[config.mk]
export PLATFORM = sky130hd
export DESIGN_NAME = keypad_scan_controller
export DESIGN_NICKNAME = d
export VERILOG_FILES = /design/src/rtl/keypad_scan_controller.sv
export SDC_FILE = /design/constraint.sdc
export NUM_CORES = 1
export LEC_CHECK = 0
export BUFFER_PORTS_ARGS = -buffer_cell sky130_fd_sc_hd__buf_2
export CAP_MARGIN = 20
export CORE_MARGIN = 1
export CORE_UTILIZATION = 24
export DETAILED_ROUTE_END_ITERATION = 6
export PLACE_DENSITY = 0.44
export SETUP_SLACK_MARGIN = 0.3
export SLEW_MARGIN = 30
export SYNTH_ARGS = -nofsm -noshare
export SYNTH_HDL_FRONTEND = slang
export SYNTH_SLANG_ARGS = --single-unit
[constraint.sdc]
create_clock -name clk -period 4.5 [get_ports clk]
set_input_delay 0.225 -clock clk [delete_from_list [all_inputs] [get_ports clk]]
set_output_delay 0.225 -clock clk [all_outputs]
set_load 0.005 [all_outputs]
[src/rtl/keypad_scan_controller.sv]
// keypad_scan_controller: row-scans a 4x3 matrix keypad, debounces press and
// release, and hands one key event at a time to the consumer via valid/ack.
// Ports:
//   clk, reset_n         clock, asynchronous active-low reset
//   scan_enable          1 = scan keypad, 0 = idle and discard any pending event
//   col1..col3           synchronised active-high column levels
//   row1..row4           row drives, one-hot while scanning, all zero when idle
//   key_valid/key_code   event handshake; code 0-9, 4'hA = star, 4'hB = sharp
//   key_ack              consumer accepts the event in any cycle key_valid=1
//   key_pressed          1 while the accepted key is still physically held
module keypad_scan_controller #(
   parameter int unsigned SCAN_CYCLES     = 4,
   parameter int unsigned DEBOUNCE_CYCLES = 8,
   parameter int unsigned CNT_W           = 4
) (
   input  logic       clk,
   input  logic       reset_n,
   input  logic       scan_enable,
   input  logic       col1,
   input  logic       col2,
   input  logic       col3,
   output logic       row1,
   output logic       row2,
   output logic       row3,
   output logic       row4,
   output logic       key_valid,
   output logic [3:0] key_code,
   input  logic       key_ack,
   output logic       key_pressed
);

   localparam logic [CNT_W-1:0] SCAN_LAST = CNT_W'(SCAN_CYCLES - 1);
   localparam logic [CNT_W-1:0] DEB_LAST  = CNT_W'(DEBOUNCE_CYCLES - 1);
   localparam logic [CNT_W-1:0] DEB_DONE  = CNT_W'(DEBOUNCE_CYCLES);

   typedef enum logic [1:0] {IDLE, SCAN, DEBOUNCE, PRESSED} state_t;

   state_t           state, state_n;
   logic [1:0]       row_idx, row_idx_n;
   logic [CNT_W-1:0] cnt, cnt_n;
   logic [2:0]       col_lat, col_lat_n;
   logic [3:0]       rows_q, rows_n;
   logic             key_valid_n, key_pressed_n;
   logic [3:0]       key_code_n;
   logic [2:0]       cols;
   logic             one_col;
   logic             released;

   assign cols    = {col3, col2, col1};
   // More than one column high is treated as ghosting and skipped.
   assign one_col = (cols == 3'b001) || (cols == 3'b010) || (cols == 3'b100);

   assign row1 = rows_q[0];
   assign row2 = rows_q[1];
   assign row3 = rows_q[2];
   assign row4 = rows_q[3];

   // Row index (0 = row1) and one-hot column pattern to key code.
   function automatic logic [3:0] key_map(input logic [1:0] r, input logic [2:0] c);
      case ({r, c})
         5'b00_001: key_map = 4'd1;
         5'b00_010: key_map = 4'd2;
         5'b00_100: key_map = 4'd3;
         5'b01_001: key_map = 4'd4;
         5'b01_010: key_map = 4'd5;
         5'b01_100: key_map = 4'd6;
         5'b10_001: key_map = 4'd7;
         5'b10_010: key_map = 4'd8;
         5'b10_100: key_map = 4'd9;
         5'b11_001: key_map = 4'hA;
         5'b11_010: key_map = 4'd0;
         5'b11_100: key_map = 4'hB;
         default:   key_map = 4'd0;
      endcase
   endfunction

   // State and output registers.
   always_ff @(posedge clk or negedge reset_n) begin
      if (!reset_n) begin
         state       <= IDLE;
         row_idx     <= 2'd0;
         cnt         <= '0;
         col_lat     <= 3'b000;
         rows_q      <= 4'b0000;
         key_valid   <= 1'b0;
         key_code    <= 4'd0;
         key_pressed <= 1'b0;
      end else begin
         state       <= state_n;
         row_idx     <= row_idx_n;
         cnt         <= cnt_n;
         col_lat     <= col_lat_n;
         rows_q      <= rows_n;
         key_valid   <= key_valid_n;
         key_code    <= key_code_n;
         key_pressed <= key_pressed_n;
      end
   end

   // Next-state and next-output logic; cnt is the scan, match and release counter.
   always_comb begin
      state_n       = state;
      row_idx_n     = row_idx;
      cnt_n         = cnt;
      col_lat_n     = col_lat;
      key_valid_n   = key_valid;
      key_code_n    = key_code;
      key_pressed_n = key_pressed;
      released      = 1'b0;

      case (state)
         IDLE: begin
            if (scan_enable) begin
               state_n   = SCAN;
               row_idx_n = 2'd0;
               cnt_n     = '0;
            end
         end
         SCAN: begin
            if (cnt == SCAN_LAST) begin
               cnt_n = '0;
               if (one_col) begin
                  col_lat_n = cols;
                  if (DEBOUNCE_CYCLES == 1) begin
                     state_n       = PRESSED;
                     key_valid_n   = 1'b1;
                     key_code_n    = key_map(row_idx, cols);
                     key_pressed_n = 1'b1;
                  end else begin
                     // The scan sample itself is the first match.
                     state_n = DEBOUNCE;
                     cnt_n   = CNT_W'(1);
                  end
               end else begin
                  row_idx_n = row_idx + 2'd1;
               end
            end else begin
               cnt_n = cnt + CNT_W'(1);
            end
         end
         DEBOUNCE: begin
            if (cols != col_lat) begin
               state_n   = SCAN;
               row_idx_n = row_idx + 2'd1;
               cnt_n     = '0;
            end else if (cnt == DEB_LAST) begin
               state_n       = PRESSED;
               key_valid_n   = 1'b1;
               key_code_n    = key_map(row_idx, col_lat);
               key_pressed_n = 1'b1;
               cnt_n         = '0;
            end else begin
               cnt_n = cnt + CNT_W'(1);
            end
         end
         PRESSED: begin
            // Once the release is debounced it stays latched until exit.
            released = !key_pressed;
            if (key_pressed) begin
               if (cols != 3'b000) begin
                  cnt_n = '0;
               end else if (cnt == DEB_LAST) begin
                  key_pressed_n = 1'b0;
                  released      = 1'b1;
                  cnt_n         = DEB_DONE;
               end else begin
                  cnt_n = cnt + CNT_W'(1);
               end
            end
            if (key_valid && key_ack) begin
               key_valid_n = 1'b0;
            end
            if (released && !key_valid_n) begin
               state_n   = SCAN;
               row_idx_n = 2'd0;
               cnt_n     = '0;
            end
         end
         default: begin
            state_n = IDLE;
         end
      endcase

      // Disabling scanning discards everything, including a pending event.
      if (!scan_enable) begin
         state_n       = IDLE;
         row_idx_n     = 2'd0;
         cnt_n         = '0;
         col_lat_n     = 3'b000;
         key_valid_n   = 1'b0;
         key_code_n    = 4'd0;
         key_pressed_n = 1'b0;
      end

      rows_n = (state_n == IDLE) ? 4'b0000 : 4'(4'b0001 << row_idx_n);
   end

endmodule

==> flow_summary.yaml <==
synthesis:
  synth.most_common_cell: "dfrtp_1"
  syn-instance-count: 160
  synth_warnings: 0
  syn_area_um2: 1450
  synth-edff-count: 0
  yosys_most_used_dff: "dfrtp_1"
  syn_area_per_cell_um2: 9.06
  yosysUniqueCellTypes: 52
  synth_top_area_share_pct: 36.2
  postSynthNetCount: 171
  synth-seq-area-share_pct: 36.2
  yosysTopAreaCell: "dfrtp_1"
  yosys-top-cells-area: "dfrtp_1 36%, mux2i_1 4.8%, nor2_1 3.9%"
  synth_common_cells: "21 x dfrtp_1, 15 x nor2_1, 11 x nand2_1"
  ys_seq_elements: 21
  synthArstFlopShare_pct: 100
power:
  ir_drop_mv: 0.0800
  power_leakage_nw: 0.721
  p_per_area_nw_per_um2: 217
  p_total_w: 0.000354
global_route:
  overflow: 0
  antenna_found_initial: 0
  grt_max_degree: 22
  grt_pass1_vias: 1161
  grt_pass1_wl_mm: 5.81
  grt.total_usage_pct: 12.0
run_status:
  status: "complete, no violations"
cts:
  cts.path.max_buffers: 2
  htree_levels: 1
  worst_setup_hold_path_clk_slew_ps: 80
  cts.sinks: 21
  clk_latency_ps: 270
  root_buffer: "clkbuf_8"
  cts_buffers: 3
  cts_tree: "done"
  post_cts_buffers: 0
setup_path:
  crit_slowest_cell: "nor3b_1"
  worst_setup_path_end_kind: "register"
  path_max_fanout: 5
  start_kind: "register"
  cp_num_buf_inv: 0
  crit_family: "compound AO/OA/AOI/OAI gates"
  crit_path_start: "cnt[0]$_DFFE_PN0P_"
  critPathArrivalTime_ps: 2250
  slowest_delay_ps: 460
  reg2reg_from: "cnt[0]$_DFFE_PN0P_"
  crit_type: "reg -> reg"
  cp_cell_sequence: "ha_1, nor3b_1, o211a_2, o21ai_1, o211ai_1, nor2_1"
  required_ps: 4640
routing:
  ant_nets: 0
  routed_wl_mm: 3.53
  drc: 0
  drt_iter0_drc: 86
  vias: 1252
  firstDrtPassIters: 4
  detail_route.vias_per_cell: 5.11
  avgRoutedWirePerCell_um: 14.4
floorplan:
  rows: 27
  dieArea_um2: 6360
  chipHeight_um: 79.7
  initial_core_util_pct: 25.6
  coreArea_um2: 5680
  fp.dieW_um: 79.7
  io_pins: 17
sta:
  max_freq_ghz: 0.474
  timing.final.crit_share_pct: 46.9
  min_period_ps: 2110
  tightestPinTransition_ps: 734
  finalSetupTns_ps: 0
  hold_viol: 0
  setup_ws_ps: 2390
  fin_skew_ps: 8.25
  setup_viol: 0
  relSlewSlack_pct: 50.7
  rsz0062_at_grt: "false"
  final_max_slew_viol_count: 0
final_layout:
  fin_nets: 185
  n_antenna_cell: 0
  synthToLayoutAreaGrowth_pct: 12.5
  drive_gt1_share_pct: 15.0
  final_core_util_pct: 28.7
  fin_cells: 245
placement:
  place_hpwl_mm: 2.61
  place_inst: 240
  routabilityCongestion: 0.746
  pre_cts_ws_ps: 2420
  port-buffer-count: 16
worst_hold_path:
  hp-start: "scan_enable"
  hold_class: "in -> reg"
run:
  drv_cap: 0
flip-flops by register name, summed over array words and instances, names as in the netlist:
register	count
rows_q	4
state	2
col_lat	3
cnt	4
key_code	4
key_pressed	1
row_idx	2
key_valid	1
worst min-delay path: cells and delay by family:
family,cells,cell delay (ps)
simple gates,1,70
buf+inv,1,150
compound gates,1,30
through the flow:
stage | area, um^2 | hold WS [ps]
4_1_cts | 1630 | 250
2_1_floorplan | 1450 | -70.6
3_3_place_gp | 1580 | 243
5_1_grt | 1630 | 263
3_5_place_dp | 1580 | 233
6_report | 1630 | 255
metal layers:
metal | track usage, % | vias to the layer above | wire (um)
li1 | - | 614 | -
met1 | 18.4 | 604 | 1940
met2 | 16.8 | 29 | 1400
met3 | 1.26 | 5 | 123
met4 | 4.82 | 0 | 63
met5 | 0 | - | 0
power breakdown:
group | total (W) | switching (W) | leakage, nW | internal (W)
Clock | 0.000132 | 0.0000691 | 0.0228 | 0.0000633
Sequential | 0.000192 | 0.00000192 | 0.288 | 0.000190
Combinational | 0.0000296 | 0.0000201 | 0.410 | 0.00000941
layout make-up:
type | count | area [um^2]
Multi-Input combinational cell | 124 | 855
Timing Repair Buffer | 17 | 90.1
Sequential cell | 21 | 526
Inverter | 7 | 26.3
Fill cell | 614 | 4040
Tap cell | 72 | 90.1
Clock buffer | 4 | 45.0
cells by family (layout without fill, tap and decap cells):
logic type / count (synthesis) / in the layout / share of synthesized area [%]
and+or+nand+nor: 56 / 56 / 20.6
AOI/OAI and AO/OA: 49 / 49 / 25.2
DFF: 21 / 21 / 36.2
buffers and inverters: 15 / 28 / 4.83
xor gates and xnor gates: 8 / 8 / 4.83
muxes: 7 / 7 / 4.83
adders and majority gates: 4 / 4 / 3.45
worst paths after layout:
kind                                           end  slack (ps)  cells after the start
max                            rows_q[3]$_DFF_PN0_        2390                      6
min                             state[0]$_DFF_PN0_         260                      3
max reg2reg                    rows_q[3]$_DFF_PN0_        2390                      6
min reg2reg                key_code[3]$_DFFE_PN0P_         520                      2
max in group asynchronous       state[0]$_DFF_PN0_        3700                      2
min in group asynchronous      rows_q[1]$_DFF_PN0_         460                      2
what timing repair did:
item,in CTS,in global routing
endpoints found under the setup margin,0,0
gates resized for setup,0,0
hold buffers,1,0
hold endpoints to repair,21,0
cells in the final DEF, fill, tap and decap left out, drive strengths merged, types with 5 or more instances in the layout:
cell type	instances
dfrtp	21
buf	16
nor2	15
nand2	11
a21oi	9
o21ai	9
mux2i	7
inv	7
xnor2	5
Note: power is estimated with default switching activity, not from simulation.
